$ cat config.mk
export PLATFORM = sky130hd
export DESIGN_NAME = seg_scan_capture
export DESIGN_NICKNAME = d
export VERILOG_FILES = /design/src/rtl/seg_pkg.sv /design/src/rtl/seg_glyph_decode.sv /design/src/rtl/seg_scan_capture.sv
export SDC_FILE = /design/constraint.sdc
export NUM_CORES = 1
export LEC_CHECK = 0
export ABC_AREA = 1
export BUFFER_PORTS_ARGS = -buffer_cell sky130_fd_sc_hd__buf_2
export CAP_MARGIN = 15
export CORE_MARGIN = 4
export CORE_UTILIZATION = 63
export DETAILED_ROUTE_END_ITERATION = 10
export HOLD_SLACK_MARGIN = 0.15
export PLACE_DENSITY = 0.85
export REMOVE_ABC_BUFFERS = 1
export SLEW_MARGIN = 20
export SYNTH_ARGS = -nofsm -noshare
export SYNTH_HDL_FRONTEND = slang
export SYNTH_SLANG_ARGS = --single-unit
$ cat constraint.sdc
create_clock -name clk -period 7.8 [get_ports clk]
set_clock_uncertainty 0.2 [all_clocks]
set_input_delay 0 -clock clk [delete_from_list [all_inputs] [get_ports clk]]
set_output_delay 0 -clock clk [all_outputs]
set_load 0.02 [all_outputs]
$ cat src/rtl/seg_pkg.sv
// Shared definitions for the seven-segment scan capture block:
// glyph patterns (abcdefg order) and the capture FSM encoding.
package seg_pkg;

    localparam logic [6:0] GLYPH_0 = 7'b1111110;
    localparam logic [6:0] GLYPH_1 = 7'b0110000;
    localparam logic [6:0] GLYPH_2 = 7'b1101101;
    localparam logic [6:0] GLYPH_3 = 7'b1111001;
    localparam logic [6:0] GLYPH_4 = 7'b0110011;
    localparam logic [6:0] GLYPH_5 = 7'b1011011;
    localparam logic [6:0] GLYPH_6 = 7'b1011111;
    localparam logic [6:0] GLYPH_7 = 7'b1110000;
    localparam logic [6:0] GLYPH_8 = 7'b1111111;
    localparam logic [6:0] GLYPH_9 = 7'b1111011;
    localparam logic [6:0] GLYPH_A = 7'b1110111;
    localparam logic [6:0] GLYPH_B = 7'b0011111;
    localparam logic [6:0] GLYPH_C = 7'b1001110;
    localparam logic [6:0] GLYPH_D = 7'b0111101;
    localparam logic [6:0] GLYPH_E = 7'b1001111;
    localparam logic [6:0] GLYPH_F = 7'b1000111;

    typedef enum logic [1:0] {
        IDLE,
        SETTLE,
        CAPTURE,
        HOLD
    } state_t;

endpackage

$ cat src/rtl/seg_glyph_decode.sv
// Combinational seven-segment glyph to hex decoder.
// Unknown patterns (blank included) give code 0 with match low.
module seg_glyph_decode
    import seg_pkg::*;
(
    input  logic [6:0] pattern,
    output logic [3:0] code,
    output logic       match
);

    // Table lookup of the 16 hex glyphs
    always_comb begin
        code  = 4'h0;
        match = 1'b1;
        unique case (pattern)
            GLYPH_0: code = 4'h0;
            GLYPH_1: code = 4'h1;
            GLYPH_2: code = 4'h2;
            GLYPH_3: code = 4'h3;
            GLYPH_4: code = 4'h4;
            GLYPH_5: code = 4'h5;
            GLYPH_6: code = 4'h6;
            GLYPH_7: code = 4'h7;
            GLYPH_8: code = 4'h8;
            GLYPH_9: code = 4'h9;
            GLYPH_A: code = 4'hA;
            GLYPH_B: code = 4'hB;
            GLYPH_C: code = 4'hC;
            GLYPH_D: code = 4'hD;
            GLYPH_E: code = 4'hE;
            GLYPH_F: code = 4'hF;
            default: match = 1'b0;
        endcase
    end

endmodule

$ cat src/rtl/seg_scan_capture.sv
// Reconstructs per-digit hex codes from a multiplexed 7-seg scan bus.
// Optional watchdog: define SEG_TIMEOUT_EN to enable the stall counter.
module seg_scan_capture
    import seg_pkg::*;
#(
    parameter int DIGITS     = 8,
    parameter int STABLE_CYC = 3,
    parameter int TIMEOUT    = 4096
) (
    input  logic                  clk,
    input  logic                  Reset,
    input  logic [DIGITS-1:0]     SEG_COM,
    input  logic [7:0]            SEG_DATA,
    output logic [4*DIGITS-1:0]   digit_code,
    output logic [DIGITS-1:0]     digit_dp,
    output logic                  frame_valid,
    output logic                  seg_err,
    output logic                  com_err,
    output logic                  stall
);

    localparam int IW = (DIGITS > 1) ? $clog2(DIGITS) : 1;

    state_t                state_q, state_d;
    logic [3:0]            cnt_q, cnt_d;
    logic [4:0]            cnt_inc;
    logic [DIGITS-1:0]     prev_com_q;
    logic [7:0]            prev_data_q;
    logic [DIGITS-1:0]     cap_com_q, cap_com_d;
    logic [4*DIGITS-1:0]   shadow_q, shadow_d;
    logic [DIGITS-1:0]     sdp_q, sdp_d;
    logic [DIGITS-1:0]     seen_q, seen_d, seen_w;
    logic [4*DIGITS-1:0]   code_q, code_d;
    logic [DIGITS-1:0]     dp_q, dp_d;
    logic                  fv_q, fv_d;
    logic                  serr_q, serr_d;
    logic                  cerr_q, cerr_d;
    logic                  cap_en;
    logic                  to_fire;

    logic [DIGITS-1:0]     zeros;
    logic                  multi;
    logic                  com_ok;
    logic                  stable;
    logic [IW-1:0]         idx;
    logic [3:0]            dec_code;
    logic                  dec_match;

    assign zeros   = ~SEG_COM;
    assign multi   = |(zeros & (zeros - 1'b1));
    assign com_ok  = (|zeros) && !multi;
    assign stable  = ({SEG_COM, SEG_DATA} == {prev_com_q, prev_data_q});
    assign cnt_inc = {1'b0, cnt_q} + 5'd1;

    // Capture uses the registered bus: it is the value proven stable
    seg_glyph_decode u_dec (
        .pattern (prev_data_q[7:1]),
        .code    (dec_code),
        .match   (dec_match)
    );

    // Index of the low select bit in the settled bus value
    always_comb begin
        idx = '0;
        for (int i = 0; i < DIGITS; i++) begin
            if (!prev_com_q[i]) idx = IW'(i);
        end
    end

    // Capture FSM next-state and settle counter
    always_comb begin
        state_d = state_q;
        cnt_d   = cnt_q;
        cap_en  = 1'b0;
        unique case (state_q)
            IDLE: begin
                if (com_ok) begin
                    state_d = SETTLE;
                    cnt_d   = 4'd1;
                end
            end
            SETTLE: begin
                if (!stable) begin
                    state_d = com_ok ? SETTLE : IDLE;
                    cnt_d   = 4'd1;
                end else if (cnt_inc >= 5'(STABLE_CYC)) begin
                    state_d = CAPTURE;
                end else begin
                    cnt_d = cnt_inc[3:0];
                end
            end
            CAPTURE: begin
                cap_en  = 1'b1;
                state_d = HOLD;
            end
            HOLD: begin
                if (SEG_COM != cap_com_q) begin
                    state_d = com_ok ? SETTLE : IDLE;
                    cnt_d   = 4'd1;
                end
            end
            default: state_d = IDLE;
        endcase
    end

    // Shadow update, frame publish and sticky error flags
    always_comb begin
        shadow_d  = shadow_q;
        sdp_d     = sdp_q;
        cap_com_d = cap_com_q;
        serr_d    = serr_q;
        cerr_d    = cerr_q | multi;
        code_d    = code_q;
        dp_d      = dp_q;
        fv_d      = 1'b0;
        seen_w    = to_fire ? '0 : seen_q;
        if (cap_en) begin
            shadow_d[4*idx +: 4] = dec_code;
            sdp_d[idx]           = prev_data_q[0];
            seen_w[idx]          = 1'b1;
            cap_com_d            = prev_com_q;
            if (!dec_match) serr_d = 1'b1;
        end
        seen_d = seen_w;
        if (&seen_w) begin
            code_d = shadow_d;
            dp_d   = sdp_d;
            fv_d   = 1'b1;
            seen_d = '0;
        end
    end

    // State and datapath registers
    always_ff @(posedge clk or posedge Reset) begin
        if (Reset) begin
            state_q     <= IDLE;
            cnt_q       <= '0;
            prev_com_q  <= '1;
            prev_data_q <= '0;
            cap_com_q   <= '1;
            shadow_q    <= '0;
            sdp_q       <= '0;
            seen_q      <= '0;
            code_q      <= '0;
            dp_q        <= '0;
            fv_q        <= 1'b0;
            serr_q      <= 1'b0;
            cerr_q      <= 1'b0;
        end else begin
            state_q     <= state_d;
            cnt_q       <= cnt_d;
            prev_com_q  <= SEG_COM;
            prev_data_q <= SEG_DATA;
            cap_com_q   <= cap_com_d;
            shadow_q    <= shadow_d;
            sdp_q       <= sdp_d;
            seen_q      <= seen_d;
            code_q      <= code_d;
            dp_q        <= dp_d;
            fv_q        <= fv_d;
            serr_q      <= serr_d;
            cerr_q      <= cerr_d;
        end
    end

`ifdef SEG_TIMEOUT_EN
    localparam int TW = $clog2(TIMEOUT + 1);

    logic [TW-1:0] to_q, to_d;
    logic          stall_q, stall_d;

    assign to_fire = (to_q == TW'(TIMEOUT - 1));

    // Watchdog: restarts on publish, saturates at TIMEOUT
    always_comb begin
        to_d    = to_q;
        stall_d = stall_q;
        if (fv_d) begin
            to_d    = '0;
            stall_d = 1'b0;
        end else begin
            if (to_fire) stall_d = 1'b1;
            if (to_q != TW'(TIMEOUT)) to_d = to_q + 1'b1;
        end
    end

    // Watchdog registers
    always_ff @(posedge clk or posedge Reset) begin
        if (Reset) begin
            to_q    <= '0;
            stall_q <= 1'b0;
        end else begin
            to_q    <= to_d;
            stall_q <= stall_d;
        end
    end

    assign stall = stall_q;
`else
    logic unused_timeout;
    assign unused_timeout = (TIMEOUT != 0);
    assign to_fire        = 1'b0;
    assign stall          = 1'b0;
`endif

    assign digit_code  = code_q;
    assign digit_dp    = dp_q;
    assign frame_valid = fv_q;
    assign seg_err     = serr_q;
    assign com_err     = cerr_q;

endmodule

# Yosys cells after proc, flatten, opt, wreduce, memory -nomap -nowiden

Cells that the tools add are included.
Widths: inputs -> output; s select.

Order comparisons: 3
Equality and inequality tests: 25
Shift-type cells: 2
Muxes and demuxes: 30
Bitwise operators: 5
Reductions and logical operators: 12
$add $sub $neg: 3

Operators with widths:

| cell                    | count |
|---|---|
| $eq 7x7->1 const B      | 12 |
| $pmux 4 s15             | 1 |
| $neg 5->34              | 1 |
| $shift 4x34->32 const A | 1 |
| $shiftx 4x34->32        | 1 |
| $bwmux 32               | 1 |
| $mux 32                 | 1 |
| $mux 8                  | 3 |
| $eq 7x6->1 const B      | 3 |
| $eq 16x16->1            | 1 |
| $mux 4                  | 4 |
| $reduce_or 16->1        | 1 |
| $reduce_or 8->1         | 2 |
| $mux 3                  | 5 |
| $pmux 4 s3              | 1 |
| $mux 2                  | 5 |
| $and 8x8->8             | 1 |
| $bwmux 8                | 1 |
| $ne 8x8->1              | 1 |
| $not 8->8               | 1 |
| $or 8x8->8              | 1 |
| $pmux 2 s4              | 1 |
| $reduce_and 8->1        | 1 |
| $sub 8x1->8 const B     | 1 |
| 20 further kinds        | 29 |

Register bits after elaboration: 121
Output and inout bits: 44

# Depth between registers and ports, before layout

Gate-level depths: netlist (run 1).

Depth after elaboration: 15
Mapped depth: 21

# Hierarchy

From an unflattened synthesis (run 1), not the netlist that was laid out.

Cells, all modules: 806
Area total of the unflattened synthesis: 6094.6 sq um

By module, submodules not included:

| module           | instances | area each (sq um) | cells each |
|---|---|---|---|
| seg_scan_capture | 1         | 5798.1            | 736 |
| seg_glyph_decode | 1         | 296.5             | 70 |

# Worst setup path after synthesis (run 1)

No wires, ideal clock.

Path kind: register to register
Start: register prev_com_q[2]
End: register code_q[19] (netlist: digit_code[19])
Arrival time: 2.465 ns
Period minus slack after synthesis: 2.788 ns
Library setup time: 0.123 ns
Data required time: 7.477 ns
Cell stages (with the launch flop): 21
Setup slack: 5.012 ns
Path through: dfstp_2 > nand2_1 > nand2_1 > nand2_1 > nand2_1 > nand2_2 > nand2_2 > inv_1 > ha_1 > ha_1 > inv_1 > nor2_1 > inv_1 > nor2_1 > inv_1 > nor2_1 > inv_1 > nand2_1 > o21ai_1 > nand2_1 > nand2_1

Elaborated cells on any way between the ends: 19
Classes of those cells: 1 x add/sub; 2 x order compare; 2 x shift; 11 x mux; 1 x bitwise; 2 x reduce/logical

RTL lines:

| element                                                    | line                    | RTL |
|---|---|---|
| from (decl)                                                | seg_scan_capture.sv:27  | `logic [DIGITS-1:0] prev_com_q;` |
| from (signal assigned)                                     | seg_scan_capture.sv:138 | `prev_com_q <= '1;` |
| from (signal assigned)                                     | seg_scan_capture.sv:152 | `prev_com_q <= SEG_COM;` |
| $mux 2 *                                                   | seg_scan_capture.sv:66  | `if (!prev_com_q[i]) idx = IW'(i);` |
| $mux 3 * (5 in series)                                     | seg_scan_capture.sv:66  |  |
| $neg 5->34 *                                               | seg_scan_capture.sv:118 | `shadow_d[4*idx +: 4] = dec_code;` |
| $shiftx 4x34->32 / $shift 4x34->32 (equally long branches) | seg_scan_capture.sv:118 |  |
| $bwmux 32 *                                                | seg_scan_capture.sv:118 |  |
| $mux 32 *                                                  | seg_scan_capture.sv:117 | `if (cap_en) begin` |
| via shadow_d[19]                                           | seg_scan_capture.sv:30  | `logic [4*DIGITS-1:0] shadow_q, shadow_d;` |
| to (signal assigned)                                       | seg_scan_capture.sv:158 | `code_q <= code_d;` |
| to (decl)                                                  | seg_scan_capture.sv:33  | `logic [4*DIGITS-1:0] code_q, code_d;` |

Mark *: on every way through the listed nets, which the timed path passes. The rest lies on a longest branch.
A chain may end at the register's enable or synchronous reset.

# Worst setup path in the final report (run 1)

Same ends and word-level chain as after synthesis.

==> impl_metrics.env, run 1 <==
export IMPL_vias=5402
export IMPL_antenna_found_initial=0
export IMPL_die_h_um=105
export IMPL_synthCells=776
export IMPL_maxSlewViolCount=0
export IMPL_cp_max_fo=10
export IMPL_holdCritStartpoint="SEG_COM[7]"
export IMPL_hold_viol_final=0
export IMPL_synth_seq_area_share_pct=51.7
export IMPL_pin_count=62
export IMPL_power_density_mw_per_mm2=206
export IMPL_vdd_ir_drop_max_v=0.000124
export IMPL_diodes=0
export IMPL_maxSlewHeadroom_pct=38.2
export IMPL_drcViolationCount=0
export IMPL_grt_pass1_vias=5452
export IMPL_initial_utilization_pct=64.4
export IMPL_cts_tree="done"
export IMPL_core_area_mm2=0.00915
export IMPL_drt_iter0_markers=387
export IMPL_gp_congestion=0.899
export IMPL_die_area_mm2=0.0110
export IMPL_arrival_ps=3610
export IMPL_path_class="flop to flop"
export IMPL_globalRouteOverflowTotal=0
export IMPL_max_freq_mhz=297
export IMPL_cts_buffers_inserted=17
export IMPL_outcome="complete, no violations"
export IMPL_drive_gt1_share_pct=13.9
export IMPL_setup_viol=0
export IMPL_postSynthAreaPerCell_um2=7.60
export IMPL_synth_seq_cells=121
export IMPL_post_cts_buffers=0
export IMPL_fp_dieW_um=105
export IMPL_grt_max_degree=78
export IMPL_power_total_w=0.00147
export IMPL_rsz0062_at_grt="false"
export IMPL_htreeDepth=4
export IMPL_cap_violations=0
export IMPL_avgViaCountPerCell=5.42
export IMPL_crit_start="prev_com_q[2]$_DFF_PP1_"
export IMPL_min_period_ps=3370
export IMPL_crit_path_end_kind="flop"
export IMPL_cts_buffer_depth=2
export IMPL_clock_sinks=121
export IMPL_wl_per_cell_um=14.3
export IMPL_dp_hpwl_um=9130
export IMPL_path_clk_slew_ps=60
export IMPL_n_fill_cell=616
export IMPL_cp_required_ps=8040
export IMPL_hold_path_class="input pin to flop"
export IMPL_worst_slew_pin_slew_ps=927
export IMPL_r2r_slack_ps=4430
export IMPL_placement_rows=35
export IMPL_wl_um=14200
export IMPL_synth_cell_area_mm2=0.00590
export IMPL_r2r_start="prev_com_q[2]$_DFF_PP1_"
export IMPL_placedInstanceArea_mm2=0.00624
export IMPL_yosysUniqueCellTypes=33
export IMPL_start_kind="flop"
export IMPL_area_growth_pct=20.8
export IMPL_root_buffer="clkbuf_8"
export IMPL_nets=896
export IMPL_grt_first_pass_wirelength_um=25200
export IMPL_numPortBuffers=60
export IMPL_grtUsageTotal_pct=28.1
export IMPL_tns_ps=0
export IMPL_p_leak_nw=4.01
export IMPL_fin_hold_ws_ps=239
export IMPL_detail_route_first_pass_iterations=5
export IMPL_ant_nets=0
export IMPL_postLayoutCoreUtil_pct=77.8
export IMPL_clock_latency_ps=510
export IMPL_timing_final_crit_share_pct=43.2
export IMPL_finalInstanceArea_mm2=0.00712
export IMPL_yosys_warnings=0
[logic make-up after synthesis]
family | after synthesis | share of synthesized area, %
and+or+nand+nor | 440 | 30.3
adders and majority gates | 5 | 1.06
buffers and inverters | 103 | 7.19
DFF | 121 | 51.7
AOI/OAI and AO/OA | 99 | 8.64
xor gates and xnor gates | 7 | 1.04
other | 1 | 0.0636
[path summary, 6_finish.rpt]
kind | cells after the start | end
setup / recovery | 19 | digit_code[19]$_DFFE_PP0P_
hold / removal | 5 | com_err$_DFF_PP0_
setup reg to reg | 19 | digit_code[19]$_DFFE_PP0P_
hold reg to reg | 2 | seg_err$_DFFE_PP0P_
max in group asynchronous | 5 | digit_code[2]$_DFFE_PP0P_
min in group asynchronous | 4 | sdp_q[5]$_DFF_PP0_
[area by class of cell]
class | count | area [µm²] | share of cell area [%]
tap | 111 | 139 | 1.95
clock buffer | 17 | 414 | 5.81
inverter | 85 | 322 | 4.51
clock inverter | 14 | 101 | 1.42
timing repair buffer | 96 | 676 | 9.49
multi-input combinational | 552 | 2420 | 34.0
sequential | 121 | 3050 | 42.8
[repair_timing]
| item | 4_1_cts | 5_1_grt |
|---|---|---|
| endpoints found under the hold margin | 72 | 0 |
| gates resized for setup | 0 | 0 |
| endpoints found under the setup margin | 0 | 0 |
| hold buffers | 34 | 0 |
[power breakdown]
| group | switching [W] | total [W] | internal [W] |
|---|---|---|---|
| Clock | 0.000292 | 0.000681 | 0.000389 |
| Combinational | 0.0000859 | 0.000131 | 0.0000455 |
| Sequential | 0.0000164 | 0.000656 | 0.000640 |
[cell usage after synthesis]
master      n  area (µm²)
xor2_1      3        26.3
nand3_4     1        17.5
o21a_1      1        7.51
a21oi_1    11        55.1
nand4_1    10        62.6
nand3_2     1        10.0
nor3_2      1        10.0
nor3_1      5        25.0
nor3_4      1        16.3
buf_2       4        20.0
or2_1       1        6.26
o21ai_0    78         390
nor2_4      1        11.3
o21bai_1    4        30.0
or2_2       1        6.26
ha_1        5        62.6
clkbuf_2    2        10.0
nand2_2     5        31.3
dfstp_2    16         420
clkbuf_1    7        26.3
buf_4       2        15.0
xnor2_1     4        35.0
nor2_1     85         319
conb_1      1        3.75
nand2_1   300        1130
buf_6       3        33.8
dfrtp_1   105        2630
a31oi_1     1        6.26
inv_2       3        11.3
o21ai_1     4        20.0
inv_1      82         308
nand3_1    26         130
nand3b_1    2        15.0
[stage by stage]
| stage | worst slack (ps) | cells |
|---|---|---|
| floorplan | 4410 | 758 |
| global route | 4120 | 996 |
| finish | 4430 | 996 |
| global placement | 4530 | 930 |
| detailed placement | 4320 | 930 |
| CTS | 4280 | 995 |
[layer usage]
metal  share of wire (%)  track usage, %  up-vias
met5                   0               0        -
met1                  43            37.7     2542
met2                  48            45.2      209
li1                    -               -     2613
met3                 5.8            5.37       38
met4                 2.4            11.0        0
[sequential cells by signal, indices dropped and copies added, names as in the netlist, named ones only]
register,flops
prev_data_q,8
shadow_q,32
frame_valid,1
prev_com_q,8
seen_q,8
cap_com_q,8
digit_dp,8
digit_code,32
com_err,1
state_q,1
seg_err,1
cnt_q,4
sdp_q,8
[worst max-delay path: stages (launching register included)]
cell,delay [ps]
dfstp_2,570
nand2_1,70
nand2_1,90
nand2_1,60
nand2_1,130
nand2_2,110
nand2_2,170
inv_1,120
ha_1,240
ha_1,300
inv_1,50
nor2_1,130
inv_1,150
nor2_1,140
inv_1,60
nor2_1,170
inv_1,140
o21ai_1,220
nand2_1,90
nand2_1,80
[cell usage in the layout (no fill, tap or decap)]
cell	count
nor3_1	5
clkinv_1	1
xor2_1	3
buf_16	1
buf_4	1
inv_2	3
ha_1	5
nand3_1	26
or2_1	1
inv_6	3
clkinv_2	4
dlygate4sd3_1	34
nand2_1	300
nand4_1	10
nand3_4	1
o21ai_0	78
inv_4	1
nor3_2	1
clkbuf_16	16
clkinvlp_4	1
nor3_4	1
clkinv_4	5
clkbuf_8	1
nor2_4	1
nand2_2	5
xnor2_1	4
a21oi_1	11
nor2_1	85
nand3b_1	2
a31oi_1	1
o21ai_1	4
dfrtp_1	105
dfstp_2	16
or2_2	1
nand3_2	1
o21a_1	1
inv_1	81
conb_1	1
o21bai_1	4
buf_2	60
Note: power is estimated with default switching activity, not from simulation.
==> inputs of run 2 (changes only) <==
--- a/config.mk
+++ b/config.mk
@@ -9,10 +9,10 @@
 export BUFFER_PORTS_ARGS = -buffer_cell sky130_fd_sc_hd__buf_2
 export CAP_MARGIN = 15
 export CORE_MARGIN = 4
-export CORE_UTILIZATION = 63
+export CORE_UTILIZATION = 59
 export DETAILED_ROUTE_END_ITERATION = 10
 export HOLD_SLACK_MARGIN = 0.15
-export PLACE_DENSITY = 0.85
+export PLACE_DENSITY = 0.8
 export REMOVE_ABC_BUFFERS = 1
 export SLEW_MARGIN = 20
 export SYNTH_ARGS = -nofsm -noshare
==> constraint.sdc (replaced) <==
create_clock -name clk -period 3.16 [get_ports clk]
set_clock_uncertainty 0.2 [all_clocks]
set_input_delay 0 -clock clk [delete_from_list [all_inputs] [get_ports clk]]
set_output_delay 0 -clock clk [all_outputs]
set_load 0.02 [all_outputs]
==> run 2 against run 1 <==
  * Cell area up 2.0%
  * Global-route usage decreased by 1.0 points
  * Worst hold slack lost 35 ps
  * Clock power grew to 2.7 times the previous value
  * Cell count is 3.0% higher
  * Largest cell class unchanged
  * Largest power group unchanged
==> impl_metrics.env, run 2 (synthesized netlist as in run 1, its figures left out) <==
export IMPL_outcome="complete, no violations"
export IMPL_rsz0062_at_grt="false"
export IMPL_die_area_mm2=0.0117
export IMPL_area_growth_pct=23.2
export IMPL_reg2reg_depth=15
export IMPL_cap_violations=0
export IMPL_clock_latency_ps=530
export IMPL_diodes=0
export IMPL_path_clk_slew_ps=60
export IMPL_avgViaCountPerCell=5.24
export IMPL_drcViolationCount=0
export IMPL_initial_utilization_pct=60.3
export IMPL_clock_sinks=121
export IMPL_dr_wl_met3_um=747
export IMPL_stdcell_count=1026
export IMPL_routedLengthMet1_um=6240
export IMPL_r2r_start="prev_com_q[2]$_DFF_PP1_"
export IMPL_grt_first_pass_wirelength_um=24600
export IMPL_cts_buffers_inserted=17
export IMPL_hold_viol_final=0
export IMPL_ant_nets=0
export IMPL_grt_pass1_vias=5260
export IMPL_root_buffer="clkbuf_8"
export IMPL_die_h_um=108
export IMPL_p_leak_nw=4.05
export IMPL_nets=903
export IMPL_power_density_mw_per_mm2=518
export IMPL_holdCritStartpoint="SEG_COM[7]"
export IMPL_core_area_mm2=0.00977
export IMPL_htreeDepth=4
export IMPL_maxSlewHeadroom_pct=49.5
export IMPL_dp_cells=959
export IMPL_regArea_mm2=0.00305
export IMPL_gp_congestion=0.871
export IMPL_hold_path_class="input pin to flop"
export IMPL_fin_hold_ws_ps=203
export IMPL_vias=5375
export IMPL_n_fill_cell=741
export IMPL_final_cell_mix="298 x nand2_1, 105 x dfrtp_1, 80 x nor2_1, 80 x inv_1, 75 x o21ai_0"
export IMPL_final_common_cell="nand2_1"
export IMPL_min_period_ps=2920
export IMPL_cts_buffer_depth=2
export IMPL_drive_gt1_share_pct=15.7
export IMPL_dp_hpwl_um=9470
export IMPL_arrival_ps=3130
export IMPL_cp_max_fo=8
export IMPL_multi_input_area_mm2=0.00244
export IMPL_worst_slew_pin_slew_ps=757
export IMPL_min_path_cells=5
export IMPL_postLayoutCoreUtil_pct=74.3
export IMPL_placedInstanceArea_mm2=0.00633
export IMPL_cts_tree="done"
export IMPL_wl_met2_um=7200
export IMPL_antenna_found_initial=0
export IMPL_wl_per_cell_um=14.1
export IMPL_crit_path_end_kind="flop"
export IMPL_numPortBuffers=60
export IMPL_vdd_ir_drop_max_v=0.000484
export IMPL_detail_route_first_pass_iterations=5
export IMPL_fin_ws_ps=237
export IMPL_pin_count=62
export IMPL_maxSlewViolCount=0
export IMPL_r2r_end="digit_code[21]$_DFFE_PP0P_"
export IMPL_min_delay_worst_endpoint="com_err$_DFF_PP0_"
export IMPL_max_freq_mhz=342
export IMPL_r2r_slack_ps=240
export IMPL_globalRouteOverflowTotal=0
export IMPL_timing_final_crit_share_pct=92.5
export IMPL_grt_max_degree=63
export IMPL_finalInstanceArea_mm2=0.00726
export IMPL_pre_cts_slack_ps=181
export IMPL_grtUsageTotal_pct=27.0
export IMPL_placement_rows=36
export IMPL_top_layer_used="met4"
export IMPL_drt_iter0_markers=324
export IMPL_wl_um=14400
export IMPL_path_class="flop to flop"
export IMPL_start_kind="flop"
export IMPL_cp_required_ps=3370
export IMPL_fp_dieW_um=108
export IMPL_setup_viol=0
-- run 2: cell count changes in the layout (fill, tap and decap cells not counted), sizes merged --
cell      before  now
buf           62   69
bufinv         0    1
clkbuf        17   20
clkinv        10    6
clkinvlp       1    2
-- run 2: layout make-up --
| class | instances | share of cell area [%] |
|---|---|---|
| sequential | 121 | 42.0 |
| multi-input combinational | 552 | 33.7 |
| timing repair buffer | 103 | 9.92 |
| clock buffer | 20 | 6.13 |
| inverter | 85 | 4.43 |
| tap | 133 | 2.29 |
| clock inverter | 12 | 1.60 |
-- run 2: worst max path at each step --
stage,from,to,slack (ps),cells after the start
after floorplan,Reset,async pin,-230,1
after global placement,prev_com_q[2]$_DFF_PP1_,digit_code[18]$_DFFE_PP0P_,300,20
after detailed placement,prev_com_q[2]$_DFF_PP1_,digit_code[16]$_DFFE_PP0P_,180,20
after CTS,prev_com_q[2]$_DFF_PP1_,digit_code[12]$_DFFE_PP0P_,20,17
after global routing,prev_com_q[2]$_DFF_PP1_,digit_code[21]$_DFFE_PP0P_,1,15
final,prev_com_q[2]$_DFF_PP1_,digit_code[21]$_DFFE_PP0P_,240,15
-- run 2: what timing repair did --
action / 4_1_cts / 5_1_grt
hold buffers: 34 / 0
setup buffers: 0 / 1
resized for setup: 0 / 12
hold endpoints to repair: 126 / 0
setup endpoints to repair: 0 / 22
-- run 2: through the flow --
step	TNS [ps]	power, W
5_1_grt	0	0.00392
4_1_cts	0	0.00377
3_3_place_gp	0	0.00192
3_5_place_dp	0	0.00193
6_report	0	0.00376
2_1_floorplan	-23910	0.00185
-- run 2: critical path, stage by stage (launching register included) --
cell and delay [ps]:
dfstp_2 550, nand2_1 60, nand2_1 50, nand2_1 70
nand2_2 110, nand2_2 110, nand2_2 80, inv_1 70
ha_1 220, ha_1 290, nor2_1 230, nand3_1 310
nand2_1 180, o21ai_0 140, nand2_1 100, nand2_1 50
-- run 2: per-layer routing --
layer	vias to the layer above	GRT usage, %
met1	2589	34.3
met5	-	0
met4	0	9.29
li1	2623	-
met2	141	45.8
met3	22	6.33
-- run 2: power by group --
group	total [W]	switching, W	internal, W
Combinational	0.000327	0.000211	0.000116
Clock	0.00182	0.000723	0.00109
Sequential	0.00162	0.0000391	0.00158
Total	0.00376	0.000973	0.00279
